$ cat config.mk
export PLATFORM = sky130hd
export DESIGN_NAME = tinyqv_serial_alu
export DESIGN_NICKNAME = d
export VERILOG_FILES = /design/src/rtl/tinyqv_alu_pkg.sv /design/src/rtl/tinyqv_alu_slice.sv /design/src/rtl/tinyqv_serial_alu.sv
export SDC_FILE = /design/constraint.sdc
export NUM_CORES = 1
export LEC_CHECK = 0
export BUFFER_PORTS_ARGS = -buffer_cell sky130_fd_sc_hd__buf_2
export CAP_MARGIN = 0
export CELL_PAD_IN_SITES_DETAIL_PLACEMENT = 1
export CELL_PAD_IN_SITES_GLOBAL_PLACEMENT = 2
export CORE_ASPECT_RATIO = 1.25
export CORE_UTILIZATION = 33
export DETAILED_ROUTE_END_ITERATION = 8
export GPL_ROUTABILITY_DRIVEN = 0
export PLACE_DENSITY_LB_ADDON = 0.3
export SKIP_CTS_REPAIR_TIMING = 1
export SYNTH_ARGS = -nofsm -noshare
export SYNTH_HDL_FRONTEND = slang
export SYNTH_SLANG_ARGS = --single-unit
$ cat constraint.sdc
create_clock -name clk -period 2.45 [get_ports clk]
set_input_delay 0 -clock clk [delete_from_list [all_inputs] [get_ports clk]]
set_output_delay 0 -clock clk [all_outputs]
set_load 0.03 [all_outputs]
$ cat src/rtl/tinyqv_alu_pkg.sv
// Shared ALU definitions: op encoding {funct7[5], funct3} and register-file geometry.
// Both the serial ALU and tinyqv_registers pull widths from here.
package tinyqv_alu_pkg;

  localparam int XLEN       = 32;
  localparam int REG_ADDR_W = 4;

  localparam logic [3:0] ALU_ADD  = 4'b0000;
  localparam logic [3:0] ALU_SUB  = 4'b1000;
  localparam logic [3:0] ALU_SLT  = 4'b0010;
  localparam logic [3:0] ALU_SLTU = 4'b0011;
  localparam logic [3:0] ALU_XOR  = 4'b0100;
  localparam logic [3:0] ALU_OR   = 4'b0110;
  localparam logic [3:0] ALU_AND  = 4'b0111;

  function automatic logic op_legal(input logic [3:0] op);
    case (op)
      ALU_ADD, ALU_SUB, ALU_SLT, ALU_SLTU,
      ALU_XOR, ALU_OR, ALU_AND: op_legal = 1'b1;
      default:                  op_legal = 1'b0;
    endcase
  endfunction

  // Compare ops run as a subtraction so the final carry/sign gives the answer.
  function automatic logic op_subtracts(input logic [3:0] op);
    op_subtracts = (op == ALU_SUB) || (op == ALU_SLT) || (op == ALU_SLTU);
  endfunction

endpackage

$ cat src/rtl/tinyqv_alu_slice.sv
// Combinational W-bit add/subtract/logic slice with carry in/out; zero latency.
// No handshake: the caller sequences slices and registers the carry.
module tinyqv_alu_slice
  import tinyqv_alu_pkg::*;
#(
  parameter int W = 4
) (
  input  logic [3:0]   op,
  input  logic [W-1:0] a,
  input  logic [W-1:0] b,
  input  logic         cin,
  output logic [W-1:0] y,
  output logic         cout
);

  logic [W-1:0] b_eff;
  logic [W:0]   sum;

  always_comb begin
    b_eff = op_subtracts(op) ? ~b : b;
    sum   = {1'b0, a} + {1'b0, b_eff} + {{W{1'b0}}, cin};
    cout  = sum[W];
    case (op)
      ALU_XOR: y = a ^ b;
      ALU_OR:  y = a | b;
      ALU_AND: y = a & b;
      default: y = sum[W-1:0];
    endcase
  end

endmodule

$ cat src/rtl/tinyqv_serial_alu.sv
// Serial execute stage: one BITS_PER_CYCLE slice per clock, LSB first; result 32/BITS_PER_CYCLE cycles after accept.
// No queueing: start is only taken while idle; wr_en/illegal pulse for one cycle at completion.
module tinyqv_serial_alu
  import tinyqv_alu_pkg::*;
#(
  parameter int BITS_PER_CYCLE = 4
) (
  input  logic                  clk,
  input  logic                  rstn,
  input  logic                  start,
  input  logic [3:0]            op,
  input  logic [REG_ADDR_W-1:0] rd_addr,
  input  logic [XLEN-1:0]       a,
  input  logic [XLEN-1:0]       b,
  output logic                  busy,
  output logic                  wr_en,
  output logic [REG_ADDR_W-1:0] rd,
  output logic [XLEN-1:0]       rd_in,
  output logic                  illegal
);

  localparam int NUM_SLICES = XLEN / BITS_PER_CYCLE;
  localparam int CNT_W      = $clog2(NUM_SLICES);
  localparam int BPC        = BITS_PER_CYCLE;

  logic [CNT_W-1:0]      cnt;
  logic [XLEN-1:0]       a_sh;
  logic [XLEN-1:0]       b_sh;
  logic [XLEN-BPC-1:0]   res_sh;
  logic                  carry;
  logic [3:0]            op_q;
  logic [REG_ADDR_W-1:0] rd_q;
  logic                  a_sign;
  logic                  b_sign;

  logic [BPC-1:0]  slice_y;
  logic            slice_c;
  logic            last;
  logic            legal;
  logic            lt;
  logic [XLEN-1:0] full;
  logic [XLEN-1:0] final_res;

  tinyqv_alu_slice #(.W(BPC)) u_slice (
    .op   (op_q),
    .a    (a_sh[BPC-1:0]),
    .b    (b_sh[BPC-1:0]),
    .cin  (carry),
    .y    (slice_y),
    .cout (slice_c)
  );

  always_comb begin
    last  = (cnt == CNT_W'(NUM_SLICES - 1));
    legal = op_legal(op_q);
    full  = {slice_y, res_sh};
    // Operands have shifted away by now, so signs come from the accept-time copy.
    lt    = (a_sign ^ b_sign) ? a_sign : full[XLEN-1];
    case (op_q)
      ALU_SLTU: final_res = {{(XLEN-1){1'b0}}, ~slice_c};
      ALU_SLT:  final_res = {{(XLEN-1){1'b0}}, lt};
      default:  final_res = full;
    endcase
    if (!legal) final_res = '0;
  end

  always_ff @(posedge clk or negedge rstn) begin
    if (!rstn) begin
      busy    <= 1'b0;
      wr_en   <= 1'b0;
      illegal <= 1'b0;
      rd      <= '0;
      rd_in   <= '0;
      cnt     <= '0;
      carry   <= 1'b0;
      a_sh    <= '0;
      b_sh    <= '0;
      res_sh  <= '0;
      op_q    <= '0;
      rd_q    <= '0;
      a_sign  <= 1'b0;
      b_sign  <= 1'b0;
    end else begin
      wr_en   <= 1'b0;
      illegal <= 1'b0;
      if (!busy) begin
        if (start) begin
          busy   <= 1'b1;
          a_sh   <= a;
          b_sh   <= b;
          op_q   <= op;
          rd_q   <= rd_addr;
          a_sign <= a[XLEN-1];
          b_sign <= b[XLEN-1];
          carry  <= op_subtracts(op);
          cnt    <= '0;
        end
      end else begin
        a_sh   <= a_sh >> BPC;
        b_sh   <= b_sh >> BPC;
        res_sh <= full[XLEN-1:BPC];
        carry  <= slice_c;
        cnt    <= cnt + CNT_W'(1);
        if (last) begin
          busy    <= 1'b0;
          rd      <= rd_q;
          rd_in   <= final_res;
          wr_en   <= legal && (rd_q != '0);
          illegal <= !legal;
        end
      end
    end
  end

endmodule

# Yosys cells after proc, flatten, opt, wreduce, memory -nomap -nowiden

Cells that the tools add are included.

$add $sub $neg: 3
Equality and inequality tests: 10
Muxes and demuxes: 21
Bitwise gates (word level): 7
Reduce and logical (&&, ||, !) cells: 12

Operators with widths:

| operator              | number |
|---|---|
| $mux W32              | 5 |
| $pmux W32 S2          | 1 |
| $eq A4 B2 Y1 const B  | 4 |
| $eq A4 B3 Y1 const B  | 3 |
| $pmux W4 S3           | 1 |
| $mux W1               | 11 |
| $eq A4 B4 Y1 const B  | 2 |
| $reduce_or A7 Y1      | 1 |
| $mux W3               | 2 |
| $add A4 B4 Y5         | 1 |
| $add A5 B1 Y5         | 1 |
| $and A4 B4 Y4         | 1 |
| $logic_not A4 Y1      | 1 |
| $logic_or A1 B1 Y1    | 4 |
| $mux W4               | 1 |
| $not A4 Y4            | 1 |
| $or A4 B4 Y4          | 1 |
| $reduce_and A2 Y1     | 2 |
| $reduce_bool A4 Y1    | 1 |
| $xor A4 B4 Y4         | 1 |
| $add A3 B1 Y3 const B | 1 |
| $eq A3 B3 Y1 const B  | 1 |
| $not A1 Y1            | 2 |
| $reduce_bool A2 Y1    | 1 |
| 3 further kinds       | 3 |

Register bits: 145
Input bits: 75
Output and inout bits: 39
Word-level logic and storage cells: 67

# Logic depth before layout (Yosys ltp)

Gate-level depths: netlist of the first run.

Word-level depth: 10
Depth in mapped cells: 11
Mapped depth without buffers: 10

# Cells and area by module

Synthesis of the first run repeated with hierarchy kept, for this count alone.

Cells, all modules: 541
Area total of the unflattened synthesis: 6507.5 um^2

By module, submodules not included:

| module            | instances | cells each | area an instance (um^2) |
|---|---|---|---|
| tinyqv_serial_alu | 1         | 472        | 5982.0 |
| tinyqv_alu_slice  | 1         | 69         | 525.5 |

# Worst setup path before layout of the first run

OpenSTA, ideal clock, no wires.

Path type: register to register
From: register op_q[1]
To: register rd_in[0]
Data arrival time: 2.383 ns
Data required time: 2.321 ns
Path slack: -0.061 ns
Cell stages (with the launch flop): 12
Buffers on the path: 1
Period minus slack after synthesis: 2.511 ns
Cells stage by stage: dfrtp_1 > buf_4 > nor2_1 > mux2i_1 > nor2_2 > xnor2_1 > fa_1 > fa_1 > nand2b_1 > o2bb2ai_1 > a21oi_1 > o32ai_2

Longest elaborated chain between the ends: 10
Elaborated cells between the ends (all ways): 19
Classes of those cells: add/sub: 2; eq/ne: 6; mux: 6; bitwise: 1; reduce/logical: 4

RTL lines:

| item                                         | line                                                                | source |
|---|---|---|
| from (decl)                                  | tinyqv_serial_alu.sv:31                                             | `logic [3:0] op_q;` |
| from (signal assigned)                       | tinyqv_serial_alu.sv:91                                             | `op_q <= op;` |
| $eq A4 B4 Y1 or $eq A4 B2 Y1 (tied branches) | tinyqv_alu_pkg.sv:17, tinyqv_alu_pkg.sv:26, tinyqv_serial_alu.sv:59 |  |
| $logic_or A1 B1 Y1 (2 in series)             | tinyqv_alu_pkg.sv:26                                                | `op_subtracts = (op == ALU_SUB) \|\| (op == ALU_SLT) \|\| (op == ALU_SLTU);` |
| $mux W4                                      | tinyqv_alu_slice.sv:20                                              | `b_eff = op_subtracts(op) ? ~b : b;` |
| $add A4 B4 Y5                                | tinyqv_alu_slice.sv:21                                              | `sum = {1'b0, a} + {1'b0, b_eff} + {{W{1'b0}}, cin};` |
| $add A5 B1 Y5                                | tinyqv_alu_slice.sv:21                                              |  |
| $pmux W4 S3                                  | tinyqv_alu_slice.sv:23                                              | `case (op)` |
| $mux W1                                      | tinyqv_serial_alu.sv:58                                             | `lt = (a_sign ^ b_sign) ? a_sign : full[XLEN-1];` |
| $pmux W32 S2                                 | tinyqv_serial_alu.sv:59                                             | `case (op_q)` |
| $mux W32 *                                   | tinyqv_serial_alu.sv:64                                             | `if (!legal) final_res = '0;` |
| to (signal assigned)                         | tinyqv_serial_alu.sv:107                                            | `rd_in <= final_res;` |
| to (decl)                                    | tinyqv_serial_alu.sv:18                                             | `output logic [XLEN-1:0] rd_in,` |

Mark *: on every way between the ends. The rest lies on a longest branch, timed or not.
A chain may end at the register's enable or synchronous reset.

# Worst setup path after layout of the first run

From: register op_q[0]
To: register res_sh[27]

Longest elaborated chain between the ends: 7
Elaborated cells between the ends (all ways): 12
Classes of those cells: add/sub: 2; eq/ne: 6; mux: 2; reduce/logical: 2

RTL lines:

| item                                         | line                     | source |
|---|---|---|
| $eq A4 B4 Y1 or $eq A4 B2 Y1 (tied branches) | tinyqv_alu_pkg.sv:26     |  |
| $logic_or A1 B1 Y1 (2 in series)             | tinyqv_alu_pkg.sv:26     |  |
| $mux W4                                      | tinyqv_alu_slice.sv:20   |  |
| $add A4 B4 Y5                                | tinyqv_alu_slice.sv:21   |  |
| $add A5 B1 Y5                                | tinyqv_alu_slice.sv:21   |  |
| $pmux W4 S3 *                                | tinyqv_alu_slice.sv:23   |  |
| to (signal assigned)                         | tinyqv_serial_alu.sv:101 | `res_sh <= full[XLEN-1:BPC];` |
| to (decl)                                    | tinyqv_serial_alu.sv:29  | `logic [XLEN-BPC-1:0] res_sh;` |

Marks and branches as above.

==> metrics.txt, run 1 <==
post-DR wirelength/cell=16.1 um; crit-path max FO=4; Port Buffers=between 100 and 150; vias in the first global route=~5000; Tightest Pin Transition=around 0.81 ns; Syn-to-layout area delta=34.0%; Power Density=1250 mW/mm^2; Max clock buf depth=2; Flop pwr share=37.8%; worst skew pair latency=0.42 ns; row count=57; Final WS setup=~0.13 ns; reg2reg path depth=10; Via-to-Cell Ratio=4.81; Final period util=94.6%; DRC=0; leading cell types in the layout, fill and taps excluded=dfrtp_1 (143), buf_2 (111), dlygate4sd3_1 (74), nand2_1 (72), mux2i_1 (67); Die Wd=~130 um; Max Clock Skew=0.00827 ns; Reg-to-Reg Start=op_q[0]$_DFFE_PN0P_; CP startpoint=op_q[0]$_DFFE_PN0P_; crit-path most repeated cell=nor2_2; critical-path cell list=nor2_2 -> mux2i_1 -> nor2_2 -> buf_4 -> xnor2_1 -> ha_1 -> a21oi_1 -> o21ai_1 -> or3b_1 -> a41oi_2; DR vias=4959; max_cap viols=0; Fmax achieved=432 MHz; CP arrival=2.66 ns; Worst Setup End Kind=register; post-synthesis cell area=between 0.006 and 0.007 mm^2; clock slew at reported path FFs=~0.06 ns; worst path required time=2.79 ns; Final setup violation count=0; fin util=45.1%; Critical Path Sink=res_sh[27]$_DFFE_PN0P_; Max VDD drop=603 uV; sw power=~4.1 mW; FILL cells=2099; initial antenna violation count=0; Die Ht=160 um; flops & latches, synth=between 100 and 150; Sw Ratio=37.2%; Distinct cells, synth=46; asr flop ratio synth=between 90% and 100%; GRT Residual Overflow=0; nets=844; Multi-input gate area=roughly 0.0027 mm^2; CP max-delay cell=dfrtp_1; total iterations of the first detailed-routing run=4; setup tns final=0 ns; Worst path max stage delay=0.39 ns; status=finished clean; TritonCTS Buffers=17; worst r2r dst=res_sh[27]$_DFFE_PN0P_; clock sink count=145; Yosys Warn Count=0; initial core utilization=33.6%; most common cell after layout, fill and taps aside=dfrtp_1; Top FF cell, synth=dfrtp_1; number of synthesized flops with an enable pin=0; Synth Area per Inst=11.6 um^2; Die ar.=0.0204 mm^2; Hold WC Path Type=in -> async; root buf cell=clkbuf_16; Pint=6.91 mW; RSZ-0062 raised after global routing=true; Mapped Nets=roughly 660; min cycle time layout=2.32 ns; sequential cell area=between 0.003 and 0.004 mm^2; Final Hold Viols=0; setup slack, reg-to-reg=between 0.1 and 0.15 ns; crit path launch type=register; post-place setup slack=0.0416 ns; core region area=between 0.015 and 0.02 mm^2; ANT cells=0; final WL=16600 um; IO Pins=114; Slew Limit Headroom=45.7%; H-tree levels=4; Initial DRC Count=between 200 and 250; clock network power share=23.7%; first-pass GRT wire length=26700 um; CTS tree=done; dpl hpwl=between 10000 and 15000 um; part of the Yosys area used for sequential elements=between 50% and 60%; total track usage=16.8%; leakage power=4.21 nW; Gate Count Post-Synth=566; largest net degree at the start of global routing=86; layout cells sized above 1=27.3%; CP Class=reg -> reg; Comb pwr share=38.5%; Max Slew Vio Count=0; post-route ant nets=0
[critical path: cells and delay by family, from the launching register on]
kind                     cells  cell delay (ns)
AO/OA/AOI/OAI                3             0.49
XOR/XNOR                     1             0.12
adder cells (fa/ha/maj)      1             0.30
buffers and inverters        1             0.17
flip-flops                   1             0.39
multiplexers                 1             0.09
AND/OR/NAND/NOR              3             0.67
[per-stage QoR]
step	total power, mW	hold WS (ns)	cells	area, um^2
after floorplan	7.10	-0.296	566	6560
after global placement	8.18	0.119	925	7440
after detailed placement	8.41	0.117	925	7440
after CTS	11.1	-0.342	956	8030
after global routing	11.8	0.259	1031	8780
final	11.0	0.193	1031	8780
[state kept, by name, summed over array words and instances (netlist names), 3 cells and up]
name	count
op_q	4
a_sh	32
res_sh	28
cnt	3
rd_q	4
rd_in	32
rd	4
b_sh	32
[area by class of cell]
cell class | instances | area share, %
clock buffers | 21 | 5.13
clock inverters | 10 | 1.55
inverters | 16 | 0.684
multi-input cells | 367 | 30.6
flip-flops and latches | 145 | 41.4
well taps | 265 | 3.78
repair buffers | 207 | 16.8
[worst min-delay path by stage]
stage	start	end	slack [ns]
after floorplan	rstn	a_sh[0]$_DFFE_PN0P_	-0.30
after global placement	rstn	rd_in[18]$_DFFE_PN0P_	0.12
after detailed placement	rstn	rd_in[18]$_DFFE_PN0P_	0.12
after CTS	rstn	rd_in[18]$_DFFE_PN0P_	-0.34
after global routing	rstn	rd_in[18]$_DFFE_PN0P_	0.26
final	rstn	rd_in[18]$_DFFE_PN0P_	0.19
[synthesized netlist by cell type (all sizes together) (2+ instances only)]
cell	count	share of area (%)
fa	2	0.61
clkbuf	13	0.75
nor3	2	0.15
nand2b	5	0.48
buf	25	2.1
or3b	3	0.40
o21bai	2	0.23
a31oi	7	0.67
mux2i	67	10
o211ai	3	0.34
xnor2	7	0.94
nor3b	2	0.31
inv	16	0.92
a22o	29	3.9
nand2	73	4.3
a21o	3	0.34
o21ai	66	5.0
ha	13	2.5
dfrtp	145	55
a21oi	7	0.53
nor2	20	1.2
a31o	2	0.27
mux2	35	6.0
nand3	4	0.31
[power groups by stage]
stage,Combinational [mW],Clock (mW),Sequential [mW]
2_1_floorplan,2.70,0,4.40
5_1_grt,4.75,2.78,4.30
4_1_cts,4.21,2.68,4.19
6_report,4.24,2.61,4.16
3_5_place_dp,4.19,0,4.22
3_3_place_gp,4.02,0,4.16
[cell families (layout without fill, tap and decap cells)]
group | Yosys count | count (layout) | synth area share, %
flops | 145 | 145 | 55.4
compound gates | 128 | 128 | 12.8
simple gates | 115 | 115 | 7.83
mux | 102 | 102 | 16.3
buf+inv | 54 | 254 | 3.72
fa+ha+maj | 15 | 15 | 3.09
xor+xnor | 7 | 7 | 0.936
[routing by layer]
layer | up-vias | global-route usage (%) | wire length (um)
met2 | 104 | 29.4 | 8750
met5 | - | 0 | 0
met4 | 0 | 7.01 | 363
met3 | 23 | 4.57 | 658
li1 | 2368 | - | -
met1 | 2464 | 19.2 | 6820
Note: power is estimated with default switching activity, not from simulation.
==> run 2, diff against run 1 <==
--- a/config.mk
+++ b/config.mk
@@ -5,15 +5,17 @@
 export SDC_FILE = /design/constraint.sdc
 export NUM_CORES = 1
 export LEC_CHECK = 0
+export ABC_AREA = 1
 export BUFFER_PORTS_ARGS = -buffer_cell sky130_fd_sc_hd__buf_2
 export CAP_MARGIN = 0
 export CELL_PAD_IN_SITES_DETAIL_PLACEMENT = 1
 export CELL_PAD_IN_SITES_GLOBAL_PLACEMENT = 2
 export CORE_ASPECT_RATIO = 1.25
-export CORE_UTILIZATION = 33
+export CORE_UTILIZATION = 34
 export DETAILED_ROUTE_END_ITERATION = 8
 export GPL_ROUTABILITY_DRIVEN = 0
 export PLACE_DENSITY_LB_ADDON = 0.3
+export SETUP_SLACK_MARGIN = 0.4
 export SKIP_CTS_REPAIR_TIMING = 1
 export SYNTH_ARGS = -nofsm -noshare
 export SYNTH_HDL_FRONTEND = slang
==> constraint.sdc (replaced) <==
create_clock -name clk -period 2.3 [get_ports clk]
set_input_delay 0 -clock clk [delete_from_list [all_inputs] [get_ports clk]]
set_output_delay 0 -clock clk [all_outputs]
set_load 0.03 [all_outputs]
==> metrics.txt, run 2 <==
Hold WC Path Type=in -> reg; dpl hpwl=11600 um (+2.4%); Tightest Pin Transition=0.638 ns (-0.176 ns); Final Hold Viols=5 (+5); Multi-input gate area=0.00240 mm^2 (-11%); leading cell types in the layout, fill and taps excluded=nand2_1 (258), dfrtp_1 (143), buf_2 (112), dlygate4sd3_1 (73), inv_1 (52); Mapped Nets=782 (+19%); Synth Area per Inst=9.17 um^2 (-21%); worst path required time=2.61 ns (-0.18 ns); Die Wd=124 um (-3.0%); number of synthesized flops with an enable pin=0 (unchanged); core region area=0.0182 mm^2 (-6.7%); FILL cells=2127 (+1.3%); Port Buffers=113 (unchanged); Final period util=98.8% (+4.2 points); CP Class=reg -> reg; DRC=0 (unchanged); row count=55 (-3.5%); post-synthesis cell area=0.00635 mm^2 (-3.1%); clock sink count=145 (unchanged); Slew Limit Headroom=57.5% (+12 points); Fmax achieved=440 MHz (+2.0%); min cycle time layout=2.27 ns (-0.0453 ns); initial core utilization=34.9% (+1.3 points); post-DR wirelength/cell=15.6 um (-3.0%); layout cells sized above 1=23.5% (-3.8 points); Reg-to-Reg Start=op_q[1]$_DFFE_PN0P_; CP arrival=2.58 ns (-0.08 ns); Max clock buf depth=2 (unchanged); hold path depth=4; RSZ-0062 raised after global routing=true; total track usage=18.2% (+1.3 points); Initial DRC Count=250 (+16%); first-pass GRT wire length=27800 um (+4.1%); Comb pwr share=39.8% (+1.3 points); Die ar.=0.0192 mm^2 (-5.8%); crit path launch type=register; Gate Count Post-Synth=692 (+22%); most common cell after layout, fill and taps aside=nand2_1; leakage power=4.28 nW (+1.6%); asr flop ratio synth=100% (unchanged); hold slack=-0.00684 ns (-0.200 ns); crit-path max FO=2 (-2); Distinct cells, synth=35 (-24%); IO Pins=114 (unchanged); Max Clock Skew=0.0108 ns (+0.00256 ns); clock network power share=23.5% (-0.2 points); status=finished, violations left; sequential cell area=0.00363 mm^2 (unchanged); Pint=7.00 mW (+1.3%); Top FF cell, synth=dfrtp_1; setup slack, reg-to-reg=0.03 ns (-0.10 ns); initial antenna violation count=0 (unchanged); Power Density=1350 mW/mm^2 (+7.7%); reg2reg path depth=12 (+2); failing checks=hold timing; H-tree levels=4 (unchanged); largest net degree at the start of global routing=87 (+1.2%); Hold Path Origin=start; Flop pwr share=36.8% (-1.0 points); max_cap viols=0 (unchanged); DR vias=5434 (+9.6%); total iterations of the first detailed-routing run=4 (unchanged); nets=969 (+15%); ANT cells=0 (unchanged); Sw Ratio=40.0% (+2.8 points); Syn-to-layout area delta=36.1%; Via-to-Cell Ratio=4.86 (+1.1%); Die Ht=155 um (-3.0%); GRT Residual Overflow=0 (unchanged); top flop regs=a_sh (32), b_sh (32), rd_in (32); final WL=17400 um (+5.1%); top area cells in the synthesized netlist=dfrtp_1 (57%), nand2_1 (15%), o21ai_0 (4.2%); largest area contributor in the netlist=dfrtp_1; Yosys Warn Count=0 (unchanged); Pwr Total=11.7 mW (+6.0%); post-route ant nets=0 (unchanged); Final setup violation count=0 (unchanged); sw power=4.67 mW (+14%); most common cell in the netlist=nand2_1; CTS tree=done; root buf cell=clkbuf_16; worst skew pair latency=0.42 ns (about the same); WHS Endpoint=a_sh[18]$_DFFE_PN0P_; area share of the largest cell type after synthesis=57.2% (+1.8 points); flops & latches, synth=145 (unchanged); Max Slew Vio Count=0 (unchanged); part of the Yosys area used for sequential elements=57.2% (+1.8 points); most frequent cells after synthesis=nand2_1 (261), dfrtp_1 (145), inv_1 (56); TritonCTS Buffers=17 (unchanged); Max VDD drop=597 uV (-1.0%); worst r2r dst=rd_in[0]$_DFFE_PN0P_; vias in the first global route=5581 (+8.5%); Worst Setup End Kind=register; clock slew at reported path FFs=0.06 ns (about the same)
[run 2: per-layer routing]
| layer | wire length (um) | share of wire (%) | GRT usage [%] |
|---|---|---|---|
| met1 | 7340 | 42 | 21.4 |
| met2 | 9320 | 53 | 33.2 |
| met3 | 539 | 3.1 | 3.29 |
| met4 | 239 | 1.4 | 5.97 |
| met5 | 0 | 0 | 0 |
[run 2: area by class of cell]
class | instances | share of cell area [%]
sequential | 145 | 42.0
multi-input combinational | 454 | 27.8
timing repair buffer | 202 | 17.4
clock buffer | 19 | 5.24
tap | 228 | 3.30
inverter | 59 | 2.64
clock inverter | 11 | 1.52
[run 2: through the flow]
stage / TNS (ns) / util (%) / setup WS [ns] / cells / instance area, um^2
final: 0 / 47.6 / 0.0284 / 1118 / 8640
after detailed placement: -0.0218 / 39.7 / -0.0218 / 1012 / 7200
after global placement: 0 / 39.7 / 0.00854 / 1012 / 7200
after floorplan: -0.0115 / - / -0.0115 / 692 / 6370
after CTS: -0.0474 / 42.9 / -0.0474 / 1042 / 7790
after global routing: -0.123 / 47.6 / -0.110 / 1118 / 8640
[run 2: critical path, stage by stage (launching register included)]
cell	delay, ns
dfrtp_2	0.43
inv_2	0.07
nand2_2	0.07
o31ai_4	0.22
xor2_1	0.13
fa_2	0.37
fa_2	0.40
o31ai_4	0.20
o21bai_1	0.08
inv_1	0.05
nand2_1	0.05
nand2_1	0.05
nand2_1	0.04
[run 2: worst max path at each step]
stage                             start                   end  cells past startpoint
floorplan           op_q[1]$_DFFE_PN0P_  rd_in[0]$_DFFE_PN0P_                     12
detailed placement  op_q[1]$_DFFE_PN0P_  rd_in[0]$_DFFE_PN0P_                     12
global route        op_q[0]$_DFFE_PN0P_  rd_in[0]$_DFFE_PN0P_                     16
finish              op_q[1]$_DFFE_PN0P_  rd_in[0]$_DFFE_PN0P_                     12
global placement    op_q[1]$_DFFE_PN0P_  rd_in[0]$_DFFE_PN0P_                     12
CTS                 op_q[1]$_DFFE_PN0P_  rd_in[0]$_DFFE_PN0P_                     12
[run 2: cell families (layout without fill, tap and decap cells)]
group	Yosys count	after routing	share of synthesized area, %
and+or+nand+nor	321	321	20.3
xor gates and xnor gates	5	5	0.808
AOI/OAI and AO/OA	113	113	12.2
DFF	145	145	57.2
adders and majority gates	15	15	3.19
buffers and inverters	93	291	6.35
[run 2: power by group through the flow]
stage	Clock [mW]	Sequential, mW	Combinational, mW
finish	2.74	4.29	4.64
global route	2.91	4.45	5.21
CTS	2.80	4.32	4.24
detailed placement	0	4.36	4.22
global placement	0	4.31	4.06
floorplan	0	4.65	2.56
